==> src/rtl/btn_conditioner.sv <==
// rtl/btn_conditioner.sv - per-key push-button synchroniser, debouncer and press/release/long event generator
//
// Purpose:
//   Each key passes through a 2-FF synchroniser and a counter debouncer. A
//   per-key FSM (IDLE/HELD/LONG) then turns the clean level into single-cycle
//   press, release and long-press pulses. All keys are fully independent.
//
// Ports:
//   clk          in   1      system clock, rising edge
//   rst          in   1      asynchronous reset, active-high
//   btn_raw      in   N_BTN  raw key inputs, 1 = pressed, asynchronous to clk
//   btn_level    out  N_BTN  debounced key level
//   btn_press    out  N_BTN  1-cycle pulse on accepted press (and on auto-repeat)
//   btn_release  out  N_BTN  1-cycle pulse on accepted release
//   btn_long     out  N_BTN  1-cycle pulse after LONG_CNT cycles held, once per press
//
// Configuration macro:
//   BTN_AUTOREPEAT_EN - when defined, btn_press also pulses every REPEAT_CNT
//                       cycles while a key stays in the LONG state.

module btn_conditioner #(
    parameter int N_BTN      = 4,
    parameter int DB_CNT     = 10,
    parameter int LONG_CNT   = 1000,
    parameter int REPEAT_CNT = 200,
    parameter int CNT_W      = 10
) (
    input  logic             clk,
    input  logic             rst,
    input  logic [N_BTN-1:0] btn_raw,
    output logic [N_BTN-1:0] btn_level,
    output logic [N_BTN-1:0] btn_press,
    output logic [N_BTN-1:0] btn_release,
    output logic [N_BTN-1:0] btn_long
);

    typedef enum logic [1:0] {
        S_IDLE = 2'd0,
        S_HELD = 2'd1,
        S_LONG = 2'd2
    } state_t;

    localparam logic [CNT_W-1:0] DB_LAST   = CNT_W'(DB_CNT - 1);
    localparam logic [CNT_W-1:0] LONG_LAST = CNT_W'(LONG_CNT - 1);

    // Every counter shares CNT_W, so it must cover the largest terminal count.
    localparam int MAX_CNT = (DB_CNT > LONG_CNT)
                           ? ((DB_CNT > REPEAT_CNT) ? DB_CNT : REPEAT_CNT)
                           : ((LONG_CNT > REPEAT_CNT) ? LONG_CNT : REPEAT_CNT);

    if (MAX_CNT >= (1 << CNT_W)) begin : g_cnt_w_too_small
        $error("btn_conditioner: CNT_W too small for DB_CNT/LONG_CNT/REPEAT_CNT");
    end
    if (DB_CNT < 2) begin : g_db_cnt_too_small
        $error("btn_conditioner: DB_CNT must be at least 2");
    end

    for (genvar i = 0; i < N_BTN; i++) begin : g_key
        logic [1:0]       r_sync;
        logic [CNT_W-1:0] r_db_cnt;
        logic [CNT_W-1:0] r_hold_cnt;
        logic             r_level;
        logic             r_press;
        logic             r_release;
        logic             r_long;
        state_t           r_state;
        logic             w_s;
        logic             w_accept;
`ifdef BTN_AUTOREPEAT_EN
        localparam logic [CNT_W-1:0] REP_LAST = CNT_W'(REPEAT_CNT - 1);
        logic [CNT_W-1:0] r_rep_cnt;
`endif

        assign w_s      = r_sync[1];
        // A change is accepted on the DB_CNT-th consecutive differing cycle.
        assign w_accept = (w_s != r_level) && (r_db_cnt == DB_LAST);

        always_ff @(posedge clk or posedge rst) begin
            if (rst) begin
                r_sync     <= 2'b00;
                r_db_cnt   <= '0;
                r_hold_cnt <= '0;
                r_level    <= 1'b0;
                r_press    <= 1'b0;
                r_release  <= 1'b0;
                r_long     <= 1'b0;
                r_state    <= S_IDLE;
`ifdef BTN_AUTOREPEAT_EN
                r_rep_cnt  <= '0;
`endif
            end else begin
                r_sync    <= {r_sync[0], btn_raw[i]};
                r_press   <= 1'b0;
                r_release <= 1'b0;
                r_long    <= 1'b0;

                if (w_s == r_level) begin
                    r_db_cnt <= '0;
                end else if (!w_accept) begin
                    r_db_cnt <= r_db_cnt + 1'b1;
                end

                // An accepted level change outranks long/repeat events so the
                // three pulses can never coincide on one key.
                if (w_accept) begin
                    r_db_cnt   <= '0;
                    r_level    <= w_s;
                    r_hold_cnt <= '0;
`ifdef BTN_AUTOREPEAT_EN
                    r_rep_cnt  <= '0;
`endif
                    if (w_s) begin
                        r_press <= 1'b1;
                        r_state <= S_HELD;
                    end else begin
                        r_release <= 1'b1;
                        r_state   <= S_IDLE;
                    end
                end else begin
                    case (r_state)
                        S_HELD: begin
                            if (r_hold_cnt == LONG_LAST) begin
                                r_long  <= 1'b1;
                                r_state <= S_LONG;
`ifdef BTN_AUTOREPEAT_EN
                                r_rep_cnt <= '0;
`endif
                            end else begin
                                r_hold_cnt <= r_hold_cnt + 1'b1;
                            end
                        end
                        S_LONG: begin
`ifdef BTN_AUTOREPEAT_EN
                            if (r_rep_cnt == REP_LAST) begin
                                r_press   <= 1'b1;
                                r_rep_cnt <= '0;
                            end else begin
                                r_rep_cnt <= r_rep_cnt + 1'b1;
                            end
`endif
                        end
                        default: ;
                    endcase
                end
            end
        end

        assign btn_level[i]   = r_level;
        assign btn_press[i]   = r_press;
        assign btn_release[i] = r_release;
        assign btn_long[i]    = r_long;
    end

endmodule

==> config.mk <==
export PLATFORM = sky130hd
export DESIGN_NAME = btn_conditioner
export DESIGN_NICKNAME = d
export VERILOG_FILES = /design/src/rtl/btn_conditioner.sv
export SDC_FILE = /design/constraint.sdc
export NUM_CORES = 1
export LEC_CHECK = 0
export ABC_AREA = 1
export ABC_CLOCK_PERIOD_IN_PS = 4900
export CAP_MARGIN = 0
export CORE_UTILIZATION = 27
export CTS_BUF_LIST = sky130_fd_sc_hd__clkbuf_4 sky130_fd_sc_hd__clkbuf_8
export CTS_CLUSTER_SIZE = 40
export DETAILED_ROUTE_END_ITERATION = 8
export SETUP_SLACK_MARGIN = 0.05
export SYNTH_ARGS = -nofsm -noshare
export SYNTH_HDL_FRONTEND = slang
export SYNTH_SLANG_ARGS = --single-unit
export TNS_END_PERCENT = 1
==> constraint.sdc <==
create_clock -name clk -period 4.9 [get_ports clk]
set_input_delay 0.98 -clock clk [delete_from_list [all_inputs] [get_ports clk]]
set_output_delay 0.98 -clock clk [all_outputs]
set_load 0.05 [all_outputs]
======== Yosys cells after proc, flatten, opt, wreduce, memory -nomap -nowiden ========
Cells that the tools add are included.
cells by class
  div/mod/pow operators ................... 0
  mux-type cells .......................... 64
  shift-type cells ........................ 0
  bitwise operators ....................... 0
  equality and inequality tests ........... 24
  reduce and logical (&&, ||, !) cells .... 20
  $mul .................................... 0
  add/sub/neg operators ................... 8
  order comparisons ....................... 0
operators by type and width
  kind                                            count
  2-to-1 mux 10 bit                               20
  adder 10 x 1 -> 10 bit, second input constant   8
  == test 10 bit, second input constant           4
  == test 10 x 4 -> 1 bit, second input constant  4
  2-to-1 mux 1 bit                                32
  2-to-1 mux 2 bit                                12
  AND reduction 2 bit                             8
  nonzero test 2 bit                              8
  == test 2 x 1 -> 1 bit, second input constant   4
  inequality test 2 bit, second input constant    4
  == test 1 bit                                   4
  logical AND 1 bit                               4
  inequality test 1 bit                           4
word-level totals
  word-level logic and storage cells ...... 148
  bits in read-only memories .............. 0
  bits in latches ......................... 0
  bits in writable memories ............... 0
  memories kept ........................... 0
  output and inout bits ................... 16
  register bits after elaboration ......... 112

======== Depth between registers and ports, before layout ========
Gate-level depths: netlist (run 1).
  word-level depth ........................ 4
  mapped depth ............................ 11

======== Least setup slack after synthesis (run 1) ========
No wires, ideal clock.
  kind .................................... reg2out
  start ................................... reg g_key[1].r_level
  end ..................................... out btn_level[1]
  arrival ................................. 0.627 ns
  buffers on the path ..................... 1
  stages on the path, launching flop included .. 2
  path slack .............................. 3.293 ns
  required time ........................... 3.920 ns
  cells stage by stage .................... dfrtp_1 -> buf_4
RTL lines
  item                    line  RTL
  start, declared         62    logic r_level;
  start signal, assigned  107   r_level <= w_s;
  end, declared           31    output logic [N_BTN-1:0] btn_level,
No word-level cell between the ends.

======== Worst setup path in the final report (run 1) ========
  start ................................... reg g_key[1].r_level
  end ..................................... out btn_level[1]
No word-level cell between the ends.

==> results.txt, run 1 <==
- The run finished with clean final reports.
* Vias per inst: 4.37
- Switch share: 0.281
- For the pin with the worst max-slew slack, the measured transition is 975 ps.
* Final HPWL from detailed placement: 8070 um
* Hold Vio Cnt, Final: 0
* Endpoint type of the worst setup path: output port
- Longest Clk Path Bufs: 2
- Final hold analysis gives a worst-case slack of 358 ps.
- Fraction of layout cells with a size suffix above 1: 0.0380
- The count of buffers added on input and output ports is 21.
- The H-tree was split into 3 levels.
* Setup slack after layout: 2210 ps
- The share of total power dissipated in the clock network is 0.346.
- Worst path required time: 3920 ps
- The internal portion of the total power is 1270 uW.
- CP cell instances: clkdlybuf4s50_1
- Number of detailed-route iterations in the first pass: 4
- TritonCTS built the clock tree.
- Power spread over the standard cell area amounts to 267 nW/um2.
- Yosys warns: 0
- Core region area: 21800 um2
- The area growth from synthesis to layout is 10.7%.
- Total number of vias: 4787
- In this run the worst path has a maximum fanout of 4.
* Path class of the lowest-slack min-delay path: flop to flop
- Global-route wire length before repair: 20000 um
- Fraction of the cycle the final worst path needs: 0.548
* WP buf/inv: 1
- Of the total power, registers draw 0.570.
- Antenna Diode Count: 0
- Setup violations remaining at the end of the flow were counted as 0.
- Remaining max-slew budget at the tightest pin: 0.348
- A synthesized cell averages 7.47 um2.
- Clock-pin slew was measured on the worst setup and hold paths at 120 ps.
* Netlist area before placement: 5970 um2
- Startpoint type of the worst setup path: flop
* Kind of cell adding the most delay to the critical path: buffers and inverters
- The die covers 22700 um2.
* Total of max-cap violations: 0
* Final routed wire length divided by cell count: 10.4 um
* Total congestion overflow: 0
- Worst EP arrival: 1710 ps
- The root buffer cell chosen for the clock tree is clkbuf_8.
- IR Drop Worst-Case VDD: 0.111 mV
- Clock period minus worst slack: 2690 ps
* Logic pwr share: 0.084
- Static timing analysis puts the maximum clock frequency at 0.372 GHz.
- Final total negative setup slack: 0 ps
- Largest net degree at the start of global routing: 58
* Gate count of the mapped netlist: 799
- After floorplanning, the core was divided into 54 placement rows.
- The synthesized design contains 112 register bits.
- Vias in the first global route: 4424
- Across every metal layer, demand over resource in global routing totals 0.110.
* # IOs: 22
- The initial utilization of the core area, before any placement, comes to 0.274.
* Clock tree skew after final layout: 16.2 ps
* Vertical die dimension: 151 um
* Count of different cell masters after synthesis: 28
- For this run, the post-layout net count is 828.
- The detail route stage leaves a number of antenna-violating nets equal to 0.
* Total nets after synthesis: 817
- Iteration-0 DRC Markers: 183
- The clock reaches the later pin of the worst-skew pair after 400 ps.
- Setup slack after placement: 2390 ps
* Crit-path max cell delay: 840 ps
* Post-CTS Repair Setup Buffers: 0
- Initial antenna violation count: 0
* Number of CTS-inserted buffers: 9
- For this design, the slowest cell found on the critical path is clkdlybuf4s50_1.
- Hold-fix buffer count after cts: 0
* RSZ-0062 raised after global routing: false
* Worst setup path class: flop to output port
- After detailed routing, the total wire length is 11300 um.
- Quantity of gates resized following cts: 0
- Summed over all cells, the static leakage comes to 0.00324 uW.
- Clock tree synthesis found a total of 112 sinks.
- Of the synthesized area, sequential elements account for 0.470.
- Post-detailed-route DRC marker count: 0
- The max-slew violation count is 0.
- Routability cong.: 0.826
- Width of the chip: 151 um
* Switching power: 496 uW
## final timing paths
kind / slack, ps / depth (start not counted) / to / startpoint
min in group asynchronous: 1040 / 2 / g_key[1].r_hold_cnt[5] / rst
hold / removal: 360 / 0 / g_key[0].r_sync[1] / g_key[0].r_sync[0]
setup reg to reg: 2990 / 11 / g_key[3].r_hold_cnt[1] / g_key[3].r_db_cnt[1]
hold reg to reg: 360 / 0 / g_key[0].r_sync[1] / g_key[0].r_sync[0]
setup / recovery: 2210 / 1 / btn_level[1] / g_key[1].r_level
max in group asynchronous: 2940 / 3 / g_key[3].r_release / rst
## metrics by stage
step / utilization / instance area [um2] / cells / power [uW]
global route: 0.304 / 6610 / 1095 / 1870
finish: 0.304 / 6610 / 1095 / 1770
CTS: 0.304 / 6610 / 1095 / 1800
detailed placement: 0.294 / 6390 / 1079 / 1180
floorplan: - / 5970 / 799 / 1130
global placement: 0.294 / 6390 / 1079 / 1170
## area by class of cell
| type | count | area, um2 |
|---|---|---|
| clock buffer | 9 | 124 |
| fill | 2337 | 15100 |
| inverter | 112 | 425 |
| multi-input combinational | 552 | 2590 |
| clock inverter | 7 | 93.8 |
| tap | 280 | 350 |
| sequential | 112 | 2800 |
| timing repair buffer | 23 | 225 |
## metal layers
layer	GRT usage	vias to the layer above	part of all wire
li1	-	2508	-
met1	0.143	2228	0.50
met2	0.179	37	0.46
met3	0.0242	14	0.025
met4	0.0400	0	0.015
met5	0	-	0
## synthesized netlist by cell type
cell | n | area [um2]
nand2_1 | 211 | 792
nor2_1 | 148 | 556
dfrtp_1 | 112 | 2800
inv_1 | 109 | 409
nand3_1 | 56 | 280
nor3_1 | 29 | 145
nand4_1 | 25 | 156
a21oi_1 | 17 | 85.1
buf_4 | 17 | 128
xor2_1 | 15 | 131
ha_1 | 12 | 150
o21ai_0 | 9 | 45.0
nand3b_1 | 6 | 45.0
buf_2 | 4 | 20.0
nor4_1 | 4 | 25.0
o21bai_1 | 4 | 30.0
nor3b_1 | 3 | 22.5
or2_2 | 3 | 18.8
xnor2_1 | 3 | 26.3
clkbuf_1 | 2 | 7.51
inv_2 | 2 | 7.51
nor3_4 | 2 | 32.5
a21boi_0 | 1 | 7.51
inv_4 | 1 | 6.26
nand2_2 | 1 | 6.26
nand3_2 | 1 | 10.0
nor2_2 | 1 | 6.26
xnor2_2 | 1 | 16.3
## flip-flops by register name, summed over array words and instances (netlist names)
register	flops
g_key.r_sync	8
g_key.r_release	4
g_key.r_level	4
g_key.r_state	8
g_key.r_hold_cnt	40
g_key.r_press	4
g_key.r_long	4
g_key.r_db_cnt	40
## power groups by stage
stage	Sequential, uW	Clock, uW	Combinational, uW
floorplan	1010	0	120
global placement	1020	0	149
detailed placement	1030	0	151
CTS	1010	644	152
global route	1020	678	179
finish	1010	612	148
## cells in the final DEF (no fill, tap or decap), drive strengths merged
| cell | n |
|---|---|
| a21boi | 1 |
| clkdlybuf4s50 | 21 |
| clkinv | 1 |
| dfrtp | 112 |
| inv | 116 |
| a21oi | 17 |
| o21ai | 9 |
| xnor2 | 4 |
| nand4 | 25 |
| nand3 | 57 |
| nand2 | 212 |
| nor3 | 31 |
| or2 | 3 |
| bufinv | 1 |
| nor4 | 4 |
| buf | 2 |
| nand3b | 6 |
| nor2 | 149 |
| clkinvlp | 1 |
| o21bai | 4 |
| nor3b | 3 |
| clkbuf | 9 |
| xor2 | 15 |
| ha | 12 |
## kinds of logic after synthesis
kind of cell | share of synthesized area
AO/OA/AOI/OAI | 0.0281
XOR/XNOR | 0.0291
adder cells (fa/ha/maj) | 0.0252
buffers and inverters | 0.0969
flip-flops | 0.470
AND/OR/NAND/NOR | 0.351
Power figures use the tool's default switching activity.
==> inputs of run 2 (changes only) <==
--- a/config.mk
+++ b/config.mk
@@ -6,7 +6,7 @@
 export NUM_CORES = 1
 export LEC_CHECK = 0
 export ABC_AREA = 1
-export ABC_CLOCK_PERIOD_IN_PS = 4900
+export ABC_CLOCK_PERIOD_IN_PS = 2700
 export CAP_MARGIN = 0
 export CORE_UTILIZATION = 27
 export CTS_BUF_LIST = sky130_fd_sc_hd__clkbuf_4 sky130_fd_sc_hd__clkbuf_8
==> constraint.sdc (replaced) <==
create_clock -name clk -period 2.7 [get_ports clk]
set_input_delay 0.54 -clock clk [delete_from_list [all_inputs] [get_ports clk]]
set_output_delay 0.54 -clock clk [all_outputs]
set_load 0.05 [all_outputs]
==> results.txt, run 2 (synthesized netlist as in run 1, its figures left out) <==
- Crit-path max cell delay: 840 ps (about the same)
- The placed cell count came to 1080 (+0.093%).
* Clock Sinks: 112 (unchanged)
- Buffers added on ports: 21 (unchanged)
- Width of the chip: 151 um (unchanged)
- Traced cell by cell, the critical path runs through clkdlybuf4s50_1.
- The layout cell share with drive strength beyond 1 is 0.0380 (unchanged).
- # IOs: 22 (unchanged)
* Final cell count without fillers: 1095 (unchanged)
- The number of placement rows was 54 (unchanged).
- The number of buffers added for setup after CTS is 0 (unchanged).
- Kind of cell adding the most delay to the critical path: buffers and inverters
* Worst setup path class: flop to output port
* Highest achievable clock rate: 0.452 GHz
- Leaving out fill and tap cells, the most frequent cell in the layout is nand2_1.
- The accumulated negative setup slack is 0 ps (unchanged).
- The H-tree level count was 3 (unchanged).
- Startpoint type of the worst setup path: flop
* Final setup fails: 0 (unchanged)
- The max-slew violation count is 0 (unchanged).
* WP buf/inv: 1 (unchanged)
- Commonest non-fill, non-tap cells in the layout: nand2_1 (211), nor2_1 (148), dfrtp_1 (112), inv_1 (108), nand3_1 (56)
* Number of CTS-inserted buffers: 9 (unchanged)
* Clock tree root buffer cell: clkbuf_8
- Setup repair after global routing left no endpoint under its margin.
* Global-route wire length before repair: 20000 um (about the same)
- The number of maximum-capacitance constraint violations was 0 (unchanged).
* Vias in the first global route: 4423 (-0.023%)
* Clock edge transition at the registers on the reported setup and hold paths: 100 ps (-20 ps)
- Slew at the pin closest to its max-slew limit: 697 ps (-278 ps)
* Vias per inst: 4.35 (-0.50%)
- Max Fanout on Critical Path: 4 (unchanged)
* Clock latency of the later-clocked register in the worst-skew pair: 390 ps (about the same)
- The height of the die is 151 um (unchanged).
* Final Total Pwr: 3120 uW (+77%)
* Total congestion overflow: 0 (unchanged)
- Among all stages on the critical path, the largest delay is contributed by clkdlybuf4s50_1.
- The initial DRC count is 224 (+22%).
* Final HPWL from detailed placement: 7840 um (-2.8%)
- The aggregate global-route resource usage is 0.109 (-0.000667).
* Initial cell density of the core: 0.274 (unchanged)
- Longest Clk Path Bufs: 2 (unchanged)
- TritonCTS built the clock tree.
* Routability cong.: 0.855 (+3.5%)
- The final routed DRC violation total was 0 (unchanged).
- The run finished with clean final reports.
- Hold-fix buffer count after cts: 0 (unchanged)
- IR Drop Worst-Case VDD: 0.232 mV (+110%)
* Clock period minus worst slack: 2210 ps
- The number of detailed-route iterations in the first pass was 4 (unchanged).
- Core region area: 21800 um2 (unchanged)
* DRT antenna net count: 0 (unchanged)
- Hold Vio Cnt, Final: 0 (unchanged)
- The relative slew slack is 0.534 (+0.186).
- The static leakage is 0.00323 uW (-0.32%).
* Die area: 22700 um2 (unchanged)
* Final Net Count: 829 (+0.12%)
* Initial antenna violation count: 0 (unchanged)
* Leading registers by flop count: g_key.r_db_cnt x40, g_key.r_hold_cnt x40
- The worst setup margin was 486 ps (-1730 ps).
- The required arrival time at the worst endpoint came to 2160 ps (-1760 ps).
- Path class of the lowest-slack min-delay path: flop to flop
- The pre-CTS setup slack was 880 ps (-1510 ps).
- Post-synthesis to final-layout area growth: 10.7% (about the same)
* Final routed wire length divided by cell count: 10.3 um (-0.62%)
* Power density over the cells: 473 nW/um2 (+77%)
- The clock skew after layout is 8.94 ps (-7.22 ps).
- The maximum number of pins on one net before global-route repair came to 113 (+95%).
* Fraction of the cycle the final worst path needs: 0.820
- The antenna diode count is 0 (unchanged).
* Sum of routed wire length over all layers: 11300 um (-0.62%)
- Total number of vias: 4763 (-0.50%)
- The number of cells upsized or downsized after cts came to 0 (unchanged).
* Worst EP arrival: 1670 ps (-40 ps)
- The worst setup path is captured at an output port.
[run 2: power by group]
group,total (uW),switching [uW],internal (uW),leakage (uW)
clock network,1030,580,448,0.0000904
logic,269,170,99.2,0.00161
registers,1830,75.1,1750,0.00153
total,3120,825,2300,0.00323
[run 2: cell type report]
type	count	area [um2]
fillers	2360	15100
flip-flops and latches	112	2800
well taps	280	350
inverters	112	427
clock inverters	5	57.6
clock buffers	10	138
repair buffers	24	245
multi-input cells	552	2590
[run 2: layer usage]
metal	track usage	wire length (um)
met3	0.0303	377
met1	0.139	5570
met2	0.179	5190
met5	0	0
met4	0.0315	124
[run 2: path summary, 6_finish.rpt]
| path | slack [ps] | end | from | depth (start not counted) |
|---|---|---|---|---|
| min in group asynchronous | 650 | g_key[2].r_hold_cnt[6] | rst | 3 |
| min reg2reg | 370 | g_key[0].r_sync[1] | g_key[0].r_sync[0] | 0 |
| max reg2reg | 870 | g_key[3].r_hold_cnt[0] | g_key[3].r_db_cnt[1] | 11 |
| min | 370 | g_key[0].r_sync[1] | g_key[0].r_sync[0] | 0 |
| max in group asynchronous | 1570 | g_key[1].r_hold_cnt[5] | rst | 3 |
| max | 490 | btn_level[1] | g_key[1].r_level | 1 |
[run 2: metrics by stage]
stage	cell area [um2]	utilization	hold WS [ps]
finish	6610	0.304	371
global route	6610	0.304	384
CTS	6610	0.304	373
detailed placement	6410	0.295	348
global placement	6410	0.295	347
floorplan	5970	-	331
==> inputs of run 3 (changes only) <==
--- a/config.mk
+++ b/config.mk
@@ -6,7 +6,7 @@
 export NUM_CORES = 1
 export LEC_CHECK = 0
 export ABC_AREA = 1
-export ABC_CLOCK_PERIOD_IN_PS = 2700
+export ABC_CLOCK_PERIOD_IN_PS = 2009
 export CAP_MARGIN = 0
 export CORE_UTILIZATION = 27
 export CTS_BUF_LIST = sky130_fd_sc_hd__clkbuf_4 sky130_fd_sc_hd__clkbuf_8
==> constraint.sdc (replaced) <==
create_clock -name clk -period 2.01 [get_ports clk]
set_input_delay 0.402 -clock clk [delete_from_list [all_inputs] [get_ports clk]]
set_output_delay 0.402 -clock clk [all_outputs]
set_load 0.05 [all_outputs]
==> results.txt, run 3 (synthesized netlist as in run 1, its figures left out) <==
- Outcome: complete, no violations
- Register-to-Register Path Depth: 11 (unchanged)
- Number of stages on the worst setup path: 1 (unchanged)
* Slew at the pin closest to its max-slew limit: 530 ps (-167 ps)
* Buffers added on ports: 21 (unchanged)
* Clock tree from TritonCTS: done
- Placed standard-cell area: 6480 um2 (+1.1%)
* Overall fraction of global-route tracks in use: 0.109 (-0.000377)
* Sum of routed wire length over all layers: 11200 um (-0.65%)
- Clock tree skew after final layout: 15.0 ps (+6.05 ps)
- Global-route wire length before repair: 19900 um (-0.38%)
* Clock latency of the later-clocked register in the worst-skew pair: 390 ps (about the same)
- Final setup fails: 0 (unchanged)
- In the final layout, the registers with the most flip-flops are g_key.r_db_cnt x40, g_key.r_hold_cnt x40.
* Worst EP arrival: 1520 ps (-150 ps)
* Hold Vio Cnt, Final: 0 (unchanged)
* Number of placed instances, taps included: 1088 (+0.74%)
- The remaining antenna violation count was 0 (unchanged).
- The final routed DRC violation total was 0 (unchanged).
- Remaining max-slew budget at the tightest pin: 0.645 (+0.111)
* Vias in the first global route: 4470 (+1.1%)
* Total congestion overflow: 0 (unchanged)
- Worst setup path class: flop to output port
- Initial cell density of the core: 0.274 (unchanged)
- Clock Sinks: 112 (unchanged)
* Number of detailed-route iterations in the first pass: 5 (+1)
* Std cell rows: 54 (unchanged)
* RSZ-0062 raised after global routing: true
- The tree is rooted in a clkbuf_8.
* Post-synthesis to final-layout area growth: 11.5%
- Width of the chip: 151 um (unchanged)
- Highest achievable clock rate: 0.521 GHz
- Cell with the largest stage delay on the worst path: clkdlybuf4s50_1
* Fraction of the cycle the final worst path needs: 0.955
* Largest net degree at the start of global routing: 58 (-49%)
- The routability congestion estimate from global placement is 0.826 (-3.5%).
- Die area: 22700 um2 (unchanged)
* Path class of the lowest-slack min-delay path: primary input to asynchronous set/reset pin
- The HPWL reported at the end of detailed placement came to 7990 um (+1.8%).
- The post-detailed-route via-to-cell ratio is 4.31 (-0.96%).
* Final Net Count: 837 (+0.97%)
- Endpoint type of the worst setup path: output port
- The highest fanout seen on the critical path was 1 (-3).
* Number of slew-limit violations in the final report: 0 (unchanged)
- Beginning of the worst register-to-register path: g_key[3].r_db_cnt[1]
- Standby leakage power: 0.00334 uW (+3.5%)
- The number of antenna violations at the first check in global routing was 0 (unchanged).
- Vertical die dimension: 151 um (unchanged)
- The layout cell share with drive strength beyond 1 is 0.0510 (+0.0129).
- Antenna Diode Count: 0 (unchanged)
* Total number of vias: 4756 (-0.15%)
- The H-tree level count was 3 (unchanged).
* Clock period minus worst slack: 1920 ps
- The final cell count without fillers is 1104 (+0.82%).
- The number of maximum-capacitance constraint violations is 0 (unchanged).
* CP cell instances: clkdlybuf4s50_1
- Kind of cell adding the most delay to the critical path: buffers and inverters
* Post-route design area: 6650 um2 (+0.70%)
- Endpoint of the worst register-to-register path: g_key[3].r_hold_cnt[5]
- The area of the placeable core is 21800 um2 (unchanged).
- The top cell types in the final layout, fill and taps aside, are nand2_1 (211), nor2_1 (148), dfrtp_1 (112), inv_1 (108), nand3_1 (56).
* Number of CTS-inserted buffers: 9 (unchanged)
- The accumulated negative setup slack was 0 ps (unchanged).
* IR Drop Worst-Case VDD: 0.269 mV (+16%)
- # IOs: 22 (unchanged)
- Power density over the cells: 617 nW/um2 (+31%)
- The largest buffer count on any clock path is 2 (unchanged).
- The clock input transition at the sequential cells of the worst setup and hold paths came to 110 ps (about the same).
- The utilization after layout is 0.306 (+0.00213).
* WP buf/inv: 1 (unchanged)
- Worst path required time: 1610 ps (-550 ps)
- The library cell used most frequently in the layout, excluding fill and tap cells, is nand2_1.
- Iteration-0 DRC Markers: 274 (+22%)
* Final routed wire length divided by cell count: 10.1 um (-1.5%)
* Crit-path max cell delay: 790 ps (-50 ps)
- The worst setup path is launched from a flop.
* R2r setup slk: 340 ps (-530 ps)
## run 3: layout make-up
class                      count  area (um2)
inverter                     112         427
clock inverter                 5        42.5
sequential                   112        2800
multi-input combinational    552        2590
clock buffer                  11         139
timing repair buffer          32         305
tap                          280         350
fill                        2324       15100
## run 3: metrics by stage
step	worst slack [ps]	total power (uW)	hold slack, ps
6_report	91.3	4110	309
5_1_grt	11.4	4350	294
4_1_cts	51.4	4200	287
3_5_place_dp	348	2880	336
3_3_place_gp	406	2870	333
2_1_floorplan	251	2770	331
## run 3: what timing repair did
| item | 4_1_cts | 5_1_grt |
|---|---|---|
| buffers inserted | 0 | 0 |
| endpoints found under the setup margin | 8 | 5 |
| hold buffers | 0 | 0 |
| endpoints found under the hold margin | 0 | 0 |
| resized for setup | 8 | 1 |
| gates cloned | 0 | 0 |
## run 3: report_power, final
group	switching [uW]	leakage, uW	internal (uW)
clock network	790	0.0000962	493
logic	231	0.00171	138
registers	102	0.00153	2350
total	1120	0.00334	2980
## run 3: layer usage
layer,GRT usage,wire (um),part of all wire
met3,0.0312,363,0.032
met4,0.0350,132,0.012
met1,0.141,5500,0.49
met5,0,0,0
met2,0.174,5200,0.46
## run 3: worst max-delay path by stage
stage | endpoint | slack [ps] | startpoint
6_report | btn_long[2] | 90 | g_key[2].r_long
5_1_grt | btn_long[2] | 10 | g_key[2].r_long
4_1_cts | btn_release[1] | 50 | g_key[1].r_release
3_5_place_dp | g_key[3].r_hold_cnt[5] | 350 | g_key[3].r_db_cnt[1]
3_3_place_gp | g_key[3].r_hold_cnt[0] | 410 | g_key[3].r_db_cnt[4]
2_1_floorplan | g_key[0].r_db_cnt[0] | 250 | rst
